[config.mk]
export PLATFORM = sky130hd
export DESIGN_NAME = uart_tx_fsm
export DESIGN_NICKNAME = d
export VERILOG_FILES = /design/src/rtl/uart_pkg.sv /design/src/rtl/uart_tx_serializer.sv /design/src/rtl/uart_tx_fsm.sv
export SDC_FILE = /design/constraint.sdc
export NUM_CORES = 1
export LEC_CHECK = 0
export CAP_MARGIN = 10
export CORE_MARGIN = 2
export CORE_UTILIZATION = 43
export CTS_CLUSTER_SIZE = 30
export DETAILED_ROUTE_END_ITERATION = 10
export PLACE_DENSITY = 0.67
export RECOVER_POWER = 25
export SLEW_MARGIN = 15
export SYNTH_ARGS = -nofsm -noshare
export SYNTH_HDL_FRONTEND = slang
export SYNTH_HIERARCHICAL = 1
export SYNTH_SLANG_ARGS = --single-unit
[constraint.sdc]
create_clock -name CLK -period 1.7 [get_ports CLK]
set_input_delay 0.255 -clock CLK [delete_from_list [all_inputs] [get_ports CLK]]
set_output_delay 0.255 -clock CLK [all_outputs]
set_load 0.02 [all_outputs]
[src/rtl/uart_pkg.sv]
// Shared UART definitions used by both the transmit and receive FSMs.
// Covers the state encoding, the parity-type constants and the frame-length helper.
// Build macro: UART_TX_TWO_STOP_EN selects two stop bits instead of one.
package uart_pkg;

  // Frame states, 3-bit encoding; codes 5..7 are illegal and recover to IDLE
  typedef enum logic [2:0] {
    IDLE   = 3'd0,
    START  = 3'd1,
    DATA   = 3'd2,
    PARITY = 3'd3,
    STOP   = 3'd4
  } uart_state_e;

  localparam logic PAR_EVEN = 1'b0;
  localparam logic PAR_ODD  = 1'b1;

`ifdef UART_TX_TWO_STOP_EN
  localparam int STOP_BITS = 2;
`else
  localparam int STOP_BITS = 1;
`endif

  // Line cycles per frame: start + payload + optional parity + stop bit(s)
  function automatic int frame_cycles(input int data_width, input logic par_en);
    return data_width + 1 + STOP_BITS + (par_en ? 1 : 0);
  endfunction

endpackage

[src/rtl/uart_tx_serializer.sv]
// Payload datapath for the UART transmitter. It holds the shift register, the bit
// counter and the parity bit. The parity bit is computed once, when the byte is
// loaded. The FSM drives the load, shift and counter-clear controls.
// rst is asynchronous and active-low, matching the top-level RST.
module uart_tx_serializer #(
  parameter int DATA_WIDTH = 8
) (
  input  logic                  clk,
  input  logic                  rst,
  input  logic                  load,
  input  logic                  shift,
  input  logic                  cnt_clr,
  input  logic [DATA_WIDTH-1:0] data,
  input  logic                  par_typ,
  output logic                  ser_bit,
  output logic                  ser_done,
  output logic                  par_bit
);

  localparam int CNT_W = (DATA_WIDTH > 1) ? $clog2(DATA_WIDTH) : 1;

  logic [DATA_WIDTH-1:0] shift_reg;
  logic [CNT_W-1:0]      cnt_reg;
  logic                  par_reg;

  // Load the byte and its parity on accept; shift out one bit each time the line consumes one
  always_ff @(posedge clk or negedge rst) begin
    if (!rst) begin
      shift_reg <= '0;
      par_reg   <= 1'b0;
    end else if (load) begin
      shift_reg <= data;
      par_reg   <= (^data) ^ par_typ;
    end else if (shift) begin
      shift_reg <= shift_reg >> 1;
    end
  end

  // Counter tracks the data bit on the line; the FSM stops shifting at the last bit so it never wraps
  always_ff @(posedge clk or negedge rst) begin
    if (!rst) begin
      cnt_reg <= '0;
    end else if (load || cnt_clr) begin
      cnt_reg <= '0;
    end else if (shift) begin
      cnt_reg <= cnt_reg + 1'b1;
    end
  end

  assign ser_bit  = shift_reg[0];
  assign ser_done = (cnt_reg == CNT_W'(DATA_WIDTH - 1));
  assign par_bit  = par_reg;

endmodule

[src/rtl/uart_tx_fsm.sv]
// UART transmitter frame FSM. One bit is sent per CLK cycle, in this order:
// start, data LSB-first, optional parity, then stop.
// TX_OUT and busy come straight from flops that are loaded from the next state,
// so the line never sees a combinational glitch.
// Build macro: UART_TX_TWO_STOP_EN adds a second stop cycle. Accept then moves to that second stop cycle.
module uart_tx_fsm
  import uart_pkg::*;
#(
  parameter int   DATA_WIDTH = 8,
  parameter logic IDLE_LEVEL = 1'b1
) (
  input  logic                  CLK,
  input  logic                  RST,
  input  logic [DATA_WIDTH-1:0] P_DATA,
  input  logic                  Data_Valid,
  input  logic                  PAR_EN,
  input  logic                  PAR_TYP,
  output logic                  TX_OUT,
  output logic                  busy
);

  uart_state_e state_reg, state_next;
  logic        tx_reg, tx_next;
  logic        busy_reg;
  logic        par_en_reg;
  logic        accept, last_stop;
  logic        shift, cnt_clr;
  logic        ser_bit, ser_done, par_bit;

`ifdef UART_TX_TWO_STOP_EN
  logic stop_cnt_reg, stop_cnt_next;

  // Second stop cycle is the only one that may hand over to a new frame
  always_comb begin
    stop_cnt_next = (state_reg == STOP) && !stop_cnt_reg;
  end

  // Stop counter register: 0 on the first stop cycle, 1 on the second
  always_ff @(posedge CLK or negedge RST) begin
    if (!RST) stop_cnt_reg <= 1'b0;
    else      stop_cnt_reg <= stop_cnt_next;
  end

  assign last_stop = stop_cnt_reg;
`else
  assign last_stop = 1'b1;
`endif

  // Accept window is idle or the final stop cycle, which allows back-to-back frames
  assign accept = Data_Valid && ((state_reg == IDLE) || ((state_reg == STOP) && last_stop));

  uart_tx_serializer #(
    .DATA_WIDTH(DATA_WIDTH)
  ) u_serializer (
    .clk      (CLK),
    .rst      (RST),
    .load     (accept),
    .shift    (shift),
    .cnt_clr  (cnt_clr),
    .data     (P_DATA),
    .par_typ  (PAR_TYP),
    .ser_bit  (ser_bit),
    .ser_done (ser_done),
    .par_bit  (par_bit)
  );

  // Next-state logic; shift fires on each edge that puts a new data bit onto the line
  always_comb begin
    state_next = IDLE;
    shift      = 1'b0;
    cnt_clr    = 1'b0;
    case (state_reg)
      IDLE:   state_next = accept ? START : IDLE;
      START: begin
        state_next = DATA;
        shift      = 1'b1;
        cnt_clr    = 1'b1;
      end
      DATA: begin
        if (ser_done) begin
          state_next = par_en_reg ? PARITY : STOP;
        end else begin
          state_next = DATA;
          shift      = 1'b1;
        end
      end
      PARITY: state_next = STOP;
      STOP: begin
        if (accept)          state_next = START;
        else if (!last_stop) state_next = STOP;
        else                 state_next = IDLE;
      end
      default: state_next = IDLE;
    endcase
  end

  // Output mux: the line level that belongs to the upcoming state, registered below
  always_comb begin
    tx_next = IDLE_LEVEL;
    case (state_next)
      START:   tx_next = ~IDLE_LEVEL;
      DATA:    tx_next = ser_bit;
      PARITY:  tx_next = par_bit;
      default: tx_next = IDLE_LEVEL;
    endcase
  end

  // State, output flops and parity enable latched at accept; reset abandons any frame in flight
  always_ff @(posedge CLK or negedge RST) begin
    if (!RST) begin
      state_reg  <= IDLE;
      tx_reg     <= IDLE_LEVEL;
      busy_reg   <= 1'b0;
      par_en_reg <= 1'b0;
    end else begin
      state_reg <= state_next;
      tx_reg    <= tx_next;
      busy_reg  <= (state_next != IDLE);
      if (accept) par_en_reg <= PAR_EN;
    end
  end

  assign TX_OUT = tx_reg;
  assign busy   = busy_reg;

endmodule
==> results of run 1 <==
layer usage:
metal,track usage (%),up-vias
met5,0,-
met4,9.46,0
met3,2.68,5
met2,24.1,12
met1,21.9,290
li1,-,335
layout make-up:
type                    count  area, um2
clock buffers               4       26.3
repair buffers             24        231
flip-flops and latches     18        452
multi-input cells          58        478
well taps                  27       33.8
inverters                   3       11.3
fillers                   182        769
cell families (layout without fill, tap and decap cells):
| family | Yosys count | in the layout | synth area share, % |
|---|---|---|---|
| DFF | 18 | 18 | 48.7 |
| buffers and inverters | 6 | 31 | 2.56 |
| muxes | 11 | 11 | 12.6 |
| xor gates and xnor gates | 8 | 8 | 9.85 |
| AOI/OAI and AO/OA | 14 | 14 | 9.99 |
| adders and majority gates | 2 | 2 | 2.70 |
| and+or+nand+nor | 23 | 23 | 13.6 |
layout by cell type (no fill, tap or decap):
master,netlist,final
nor3_1,3,3
nor2_2,1,1
o21ai_1,0,5
or2b_1,1,1
clkbuf_4,0,3
mux2_2,1,1
a21boi_4,1,1
nand2b_4,0,1
ha_4,0,1
dlymetal6s2s_1,0,1
clkbuf_16,0,1
a21oi_2,1,2
nand4b_1,1,1
nor2_1,2,2
ha_2,0,1
dfstp_2,1,1
inv_1,3,3
xnor3_1,1,1
dfrtp_1,17,17
buf_4,0,8
clkbuf_1,1,2
nand2b_2,2,2
xnor2_1,5,5
mux2_4,1,1
nand2_1,8,8
dlygate4sd3_1,0,1
a21oi_1,3,2
clkdlybuf4s50_1,0,12
nand2b_1,3,2
o31a_2,1,1
or3_1,1,1
o21ai_0,8,3
xnor2_2,1,1
nor2b_2,1,1
mux2i_1,9,9
xor2_1,1,1
through the flow:
stage	utilization [%]	area [um2]	total power, mW	hold slack [ps]	setup slack, ps
floorplan	-	937	1.38	-40.6	20.1
global placement	57.4	1150	1.63	470	-86.7
detailed placement	57.4	1150	1.66	475	-104
CTS	61.6	1230	2.07	278	2.08
global route	61.6	1230	2.17	509	-57.3
finish	61.6	1230	1.99	485	33.1
critical path: cells and delay by family (launching register included):
kind / cells / cell delay [ps]
compound gates: 2 / 230
fa+ha+maj: 2 / 360
buf+inv: 2 / 260
flops: 1 / 390
mux: 1 / 190
simple gates: 1 / 130
where the power goes:
part           total [mW]  internal [mW]  switching, mW  leakage, nW
Sequential          0.746          0.630          0.117        0.224
Clock               0.224         0.0915          0.133       0.0150
Combinational        1.02          0.584          0.438        0.311
worst max path at each step:
stage                            startpoint                         to  slack [ps]
floorplan           u_serializer/cnt_reg[0]  u_serializer/shift_reg[0]          20
global placement                  P_DATA[2]       u_serializer/par_bit         -90
detailed placement                P_DATA[3]       u_serializer/par_bit        -100
CTS                 u_serializer/cnt_reg[0]  u_serializer/shift_reg[6]           2
global route        u_serializer/cnt_reg[1]  u_serializer/shift_reg[6]         -60
finish              u_serializer/cnt_reg[1]  u_serializer/shift_reg[5]          30
cell usage after synthesis, drive strengths merged:
library cell and number:
nand2b 5, buf 2, clkbuf 1, nor3 3, inv 3, mux2i 9
a21boi 1, nor2b 1, a21oi 4, o21ai 8, dfrtp 17, xnor2 6
dfstp 1, xnor3 1, nand4b 1, or3 1, o31a 1, mux2 2
ha 2, or2b 1, nand2 8, nor2 3, xor2 1
what timing repair did:
action,CTS,global route
gates cloned,1,0
pin swaps,1,4
resized for setup,4,7
setup endpoints to repair,2,12
buffers inserted,3,1
==> impl_results.md, run 1 <==
* Status: completed
* Largest net degree at the start of global routing at 19
* Detail Route Antenna Nets at 0
* Vias post-DR at 642
* Hold EP: TX_OUT
* Mapped cell area at 927 um2
* Clock transition at path regs at 110 ps
* RSZ-0062 raised after global routing: true
* R2R depth at 8
* Most area-hungry cell type in the Yosys netlist: dfrtp_1
* Top sig layer: met4
* DRC errors left at 0
* R2R setup slack at 30 ps
* Syn Area/Cell at 11.3 um2
* Row count at 16
* Pins over their slew limit at 0
* Nature of the critical path endpoint: flop
* Vias in the first global route at roughly 670
* Hold Crit Class: flop to flop
* WP data arrival at 1870 ps
* CP max stage delay at 390 ps
* Reg-to-Reg Start: u_serializer/cnt_reg[1]
* CTS sink count at 18
* Setup crit start kind: flop
* # hold bufs at CTS at 0
* DR WL met2 at 722 um
* H-tree level count at 1
* Synth top area cells: dfrtp_1 (46%), mux2i_1 (9.7%), xnor2_1 (4.7%)
* CTS Buf Count at 3
* Layout cells sized above 1 at 25.2%
* Critical path data required time at about 1900 ps
* Congestion Overflow GR at 0
* Post-synthesis sequential area ratio at 48.7%
* Hold depth at 2
* Final non-filler cell total at 134
* Fmax at between 500 and 600 MHz
* Synth Register Bits at 18
* Ys Warns at 6
* Met3 wire len at 56 um
* First-pass GRT wire length at approximately 3000 um
* Worst Skew at 11.0 ps
* Critical Path Slowest Stage Cell: dfrtp_1
* Ant diodes at 0
* Pre-Repair DR Iteration Count at 4
* Global placement routability congestion at 0.772
* Max-slew headroom at between 30% and 40%
* Final net count at about 120
* Die Y at 50.4 um
* Ports at 15
* Wire per inst at 12.2 um
* Root buf cell: clkbuf_4
* Port-buffer cells at 14
* Largest register FFs at 8
* Synth Net Count at 97
* Area delta synth->final at 32.9%
* Max IR drop VDD at 0.000835 V
* Initial antenna violation count at 0
* Largest fanout on the critical path at 6
* Post-synthesis cell type count at 29
* Die area at 0.00254 mm2
* Core area at 0.00200 mm2
* CTS max path bufs at 2
* Fin crit share at 98.1%
* Post-Route M1 WL at 820 um
* Via/cell ratio at 4.79
* Pwr dens at about 1600 mW/mm2
* Tmin final at 1670 ps
* Worst-Skew Late Latency at 300 ps
* Total global-route track usage at 16.1%
* Max_cap viols at 0
* CTS tree: done
* Worst hold start: u_serializer/shift_reg[0]
* Worst flop-to-flop path endpoint: u_serializer/shift_reg[5]
* Initial DRC Count at 5
* CP cell instances: ha_2 > ha_4 > nand2b_4 > a21oi_2 > buf_4 > clkbuf_16 > mux2i_1 > o21ai_1
* # placed instances at 126
* Die X at a little over 50 um
* Setup TNS at 0 ps
* Leak Pwr at 0.550 nW
* Synth top area share at 45.9%
* Final setup fails at 0
* Critical path class: flop to flop
* Cells after Synth at 82
* Actual slew at the worst max-slew pin at 980 ps
* Hold Fails Final Rpt at 0
* Final WL at about 1600 um
* Starting Density at 46.3%
(Power assumes the default switching activity.)
==> inputs of run 2 (changes only) <==
--- a/config.mk
+++ b/config.mk
@@ -10,7 +10,7 @@
 export CORE_UTILIZATION = 43
 export CTS_CLUSTER_SIZE = 30
 export DETAILED_ROUTE_END_ITERATION = 10
-export PLACE_DENSITY = 0.67
+export PLACE_DENSITY = 0.68
 export RECOVER_POWER = 25
 export SLEW_MARGIN = 15
 export SYNTH_ARGS = -nofsm -noshare
==> run 2 against run 1 <==
Compared with the run above: critical path type unchanged; clock skew fell by 5.8 ps; global-route usage fell by 0.43 points; register-to-register slack got worse by 50 ps; the flow now finishes with violations (setup timing); final cell count did not move; critical endpoint unchanged; hold slack got worse by 160 ps; sequential power rose by 1%.
==> impl_results.md, run 2 (synthesized netlist as in run 1, its figures left out) <==
* Congestion Overflow GR at 0
* Largest fanout on the critical path at 4
* Initial DRC Count at 6
* Die area at 0.00254 mm2
* Port-buffer cells at 14
* Fmax at 584 MHz
* Met3 wire len at around 65 um
* Area delta synth->final at 36.3%
* # placed instances at 126
* Tmin final at 1710 ps
* Critical path class: flop to flop
* Final setup fails at 3
* CTS sink count at 18
* CTS Buf Count at 3
* WP data arrival at ~1900 ps
* Total global-route track usage at between 10% and 20%
* Vias post-DR at 653
* Leak Pwr at 0.561 nW
* Detail Route Antenna Nets at 0
* Final net count at 123
* Max_cap viols at 0
* Ant diodes at 0
* Top sig layer: met4
* Pre-Repair DR Iteration Count at 4
* Vias in the first global route at 665
* Core area at ~0.0020 mm2
* Worst Skew at 5.21 ps
* Largest register FFs at 8
* Critical path data required time at 1870 ps
* DR WL met2 at 875 um
* Status: finished, violations left
* CTS max path bufs at 2
* Final instance area at 0.00126 mm2
* First-pass GRT wire length at ~2900 um
* Starting Density at 46.3%
* Reg-to-Reg Start: u_serializer/cnt_reg[1]
* R2R depth at 8
* Final WS setup at -13.2 ps
* Pwr dens at 1690 mW/mm2
* RSZ-0062 raised after global routing: true
* Global placement routability congestion at 0.760
* HPWL after DPL at 1260 um
* Failing checks: setup timing
* Place WS at -121 ps
* Commonest non-fill, non-tap cell in the layout: dfrtp_1
* # hold bufs at CTS at 0
* Initial antenna violation count at 0
* Actual slew at the worst max-slew pin at about 410 ps
* H-tree level count at 1
* Worst-Skew Late Latency at 280 ps
* Hold Fails Final Rpt at 0
* CTS tree: done
* Max IR drop VDD at 0.000821 V
* Final non-filler cell total at between 100 and 150
* Wire per inst at 13.0 um
* R2R setup slack at -10 ps
* Root buf cell: clkbuf_4
* Area after DPL at around 0.0011 mm2
* Max-slew headroom at a little over 70%
* Clock transition at path regs at 100 ps
* Commonest non-fill, non-tap cells in the layout: dfrtp_1 (17), clkdlybuf4s50_1 (12), buf_4 (8), mux2i_1 (8), nand2_1 (8)
* Setup crit start kind: flop
* Post-Route M1 WL at 776 um
* Layout cells sized above 1 at 28.0%
* Worst flop-to-flop path endpoint: u_serializer/shift_reg[5]
* DRC errors left at 0
* Largest net degree at the start of global routing at 15
* Row count at 16
* Ports at 15
* Die X at 50.4 um
* Die Y at 50.4 um
* Hold Crit Class: input port to async pin
* Fin crit share at 101%
* Final WL at 1750 um
* Pins over their slew limit at 0
* Via/cell ratio at 4.87
* Nature of the critical path endpoint: flop
[run 2: worst max path at each step]
stage,startpoint,to,slack (ps),cells after the start
2_1_floorplan,u_serializer/cnt_reg[0],u_serializer/shift_reg[0],20,7
3_3_place_gp,P_DATA[3],u_serializer/par_bit,-90,5
3_5_place_dp,P_DATA[2],u_serializer/par_bit,-120,5
4_1_cts,u_serializer/cnt_reg[0],u_serializer/shift_reg[5],-1,7
5_1_grt,u_serializer/cnt_reg[1],u_serializer/cnt_reg[1],-80,8
6_report,u_serializer/cnt_reg[1],u_serializer/shift_reg[5],-10,8
[run 2: power breakdown]
group          leakage (nW)  switching [mW]  total [mW]  internal, mW
clock                0.0210           0.127       0.257         0.130
sequential            0.224           0.126       0.756         0.630
combinational         0.316           0.470        1.12         0.654
total                 0.561           0.723        2.14          1.41
[run 2: metrics by stage]
step,TNS [ps],power (mW),utilization (%),hold WS [ps]
6_report,-23.2,2.14,63.1,321
5_1_grt,-332,2.29,63.1,336
4_1_cts,-1.42,2.18,63.2,254
3_3_place_gp,-347,1.65,57.4,470
2_1_floorplan,0,1.38,-,-40.6
3_5_place_dp,-593,1.69,57.4,473
[run 2: routing by layer]
layer	vias up	global-route usage, %
met2	16	27.0
met3	4	2.08
met1	304	19.5
li1	329	-
met5	-	0
met4	0	6.76
[run 2: final cells by class]
| class | count | area, um2 |
|---|---|---|
| Sequential cell | 18 | 452 |
| Multi-Input combinational cell | 58 | 489 |
| Timing Repair Buffer | 24 | 241 |
| Clock buffer | 4 | 36.3 |
| Fill cell | 167 | 738 |
| Tap cell | 27 | 33.8 |
| Inverter | 3 | 11.3 |
[run 2: repair_timing]
action	CTS	global route
cloned	1	0
pin swaps	1	4
setup endpoints to repair	10	11
setup buffers	3	1
gates resized for setup	5	8
[run 2: critical path, stage by stage, from the launching register on]
cell      delay, ps
dfrtp_1         400
ha_2            210
ha_4            170
nand2b_4        140
a21oi_4         180
buf_4           150
buf_16          100
mux2i_1         160
o21ai_0          80
==> inputs of run 3 (changes only) <==
--- a/config.mk
+++ b/config.mk
@@ -10,6 +10,7 @@
 export CORE_UTILIZATION = 43
 export CTS_CLUSTER_SIZE = 30
 export DETAILED_ROUTE_END_ITERATION = 10
+export MAX_ROUTING_LAYER = met4
 export PLACE_DENSITY = 0.68
 export RECOVER_POWER = 25
 export SLEW_MARGIN = 15
==> run 3 against run 2 <==
Compared with the run above: critical path depth unchanged; the run still ends with setup timing left; register-to-register slack about the same; non-clock buffer count unchanged; sequential power about the same; hold slack about the same.
==> impl_results.md, run 3 (synthesized netlist as in run 1, its figures left out) <==
* Status: finished, violations left
* Failing checks: setup timing
* CTS Buf Count at 3
* Final net count at roughly 120
* Largest fanout on the critical path at 4
* Row count at 16
* Largest net degree at the start of global routing at 15
* CP cell instances: ha_2 > ha_4 > nand2b_4 > a21oi_4 > buf_4 > buf_16 > mux2i_1 > o21ai_0
* Place WS at -121 ps
* Tmin final at approximately 1700 ps
* Ports at 15
* Initial DRC Count at 6
* Vias in the first global route at 664
* Clock transition at path regs at 100 ps
* Hold Crit Class: input port to async pin
* Commonest non-fill, non-tap cell in the layout: dfrtp_1
* Critical path data required time at 1870 ps
* HPWL after DPL at 1260 um
* H-tree level count at 1
* Vias post-DR at 653
* Worst Skew at 5.21 ps
* Detail Route Antenna Nets at 0
* First-pass GRT wire length at a little under 3000 um
* Setup crit start kind: flop
* CTS sink count at 18
* Leak Pwr at around 0.56 nW
* Nature of the critical path endpoint: flop
* RSZ-0062 raised after global routing: true
* Max IR drop VDD at slightly above 0.0008 V
* Die Y at ~50 um
* CTS tree: done
* Fin crit share at 101%
* Final WL at 1750 um
* Final instance area at 0.00126 mm2
* Wire per inst at 13.0 um
* Final WS setup at -13.1 ps
* Port-buffer cells at 14
* Die area at 0.00254 mm2
* Largest register FFs at 8
* CTS max path bufs at 2
* Commonest non-fill, non-tap cells in the layout: dfrtp_1 (17), clkdlybuf4s50_1 (12), buf_4 (8), mux2i_1 (8), nand2_1 (8)
* Area delta synth->final at 36.3%
* CP max stage delay at 400 ps
* Critical Path Slowest Stage Cell: dfrtp_1
* Core area at around 0.002 mm2
* Max_cap viols at 0
* Fmax at between 500 and 600 MHz
* Actual slew at the worst max-slew pin at a little over 400 ps
* Congestion Overflow GR at 0
* Critical path class: flop to flop
* Pre-Repair DR Iteration Count at 4
* DRC errors left at 0
* Ant diodes at 0
* WP data arrival at 1880 ps
* Final non-filler cell total at 134
* Area after DPL at 0.00115 mm2
* Via/cell ratio at 4.87
* Worst-Skew Late Latency at between 200 and 300 ps
* Pwr dens at 1690 mW/mm2
* # placed instances at between 100 and 150
* Initial antenna violation count at 0
* Die X at 50.4 um
* Layout cells sized above 1 at 28.0%
* Setup TNS at -23.2 ps
* Total global-route track usage at 16.1%
* Global placement routability congestion at approximately 0.77
* Starting Density at roughly 46%
* Max-slew headroom at 72.8%
* Final setup fails at 3
* Pins over their slew limit at 0
* Hold Fails Final Rpt at 0
* Root buf cell: clkbuf_4
-- run 3: cell counts in the layout (fill, tap and decap cells not counted) --
No cell type changed its count.
-- run 3: layout make-up --
type | count | area [um2]
tap | 27 | 33.8
timing repair buffer | 24 | 241
clock buffer | 4 | 36.3
fill | 167 | 738
multi-input combinational | 58 | 489
sequential | 18 | 452
inverter | 3 | 11.3
-- run 3: routing by layer --
| layer | global-route usage (%) | vias to the layer above | share of wire, % | routed length (um) |
|---|---|---|---|---|
| li1 | - | 329 | - | - |
| met1 | 19.5 | 304 | 44 | 776 |
| met2 | 27.0 | 16 | 50 | 873 |
| met3 | 2.08 | 4 | 3.7 | 65 |
| met4 | 6.76 | 0 | 1.7 | 30 |
| met5 | - | - | 0 | 0 |
-- run 3: power breakdown --
| group | internal, mW | switching, mW |
|---|---|---|
| Combinational | 0.654 | 0.470 |
| Sequential | 0.630 | 0.126 |
| Clock | 0.130 | 0.127 |
| Total | 1.41 | 0.723 |
-- run 3: worst paths after layout --
| kind | startpoint | endpoint | slack (ps) | cells after the start |
|---|---|---|---|---|
| worst max-delay path | u_serializer/cnt_reg[1] | u_serializer/shift_reg[5] | -10 | 8 |
| worst min-delay path | RST | u_serializer/par_bit | 320 | 1 |
| worst max register to register | u_serializer/cnt_reg[1] | u_serializer/shift_reg[5] | -10 | 8 |
| worst min register to register | u_serializer/shift_reg[0] | TX_OUT | 480 | 2 |
| max in group asynchronous | RST | state_reg[2] | 900 | 2 |
| min in group CLK | u_serializer/shift_reg[0] | TX_OUT | 480 | 2 |
-- run 3: timing repair --
item,CTS,global route
resized for setup,5,8
setup endpoints to repair,10,11
hold buffers,0,0
pin swaps,1,4
setup buffers,3,1
cloned,1,0
-- run 3: through the flow --
stage          hold slack, ps  power, mW  util [%]
2_1_floorplan           -40.6       1.38         -
3_5_place_dp              473       1.69      57.4
3_3_place_gp              470       1.65      57.4
5_1_grt                   336       2.29      63.1
6_report                  321       2.14      63.1
4_1_cts                   254       2.18      63.2
-- run 3: critical path: cells and delay by family, from the launching register on --
kind | cells | cell delay [ps]
multiplexers | 1 | 160
buffers and inverters | 2 | 250
flip-flops | 1 | 400
AND/OR/NAND/NOR | 1 | 140
adder cells (fa/ha/maj) | 2 | 380
AO/OA/AOI/OAI | 2 | 260
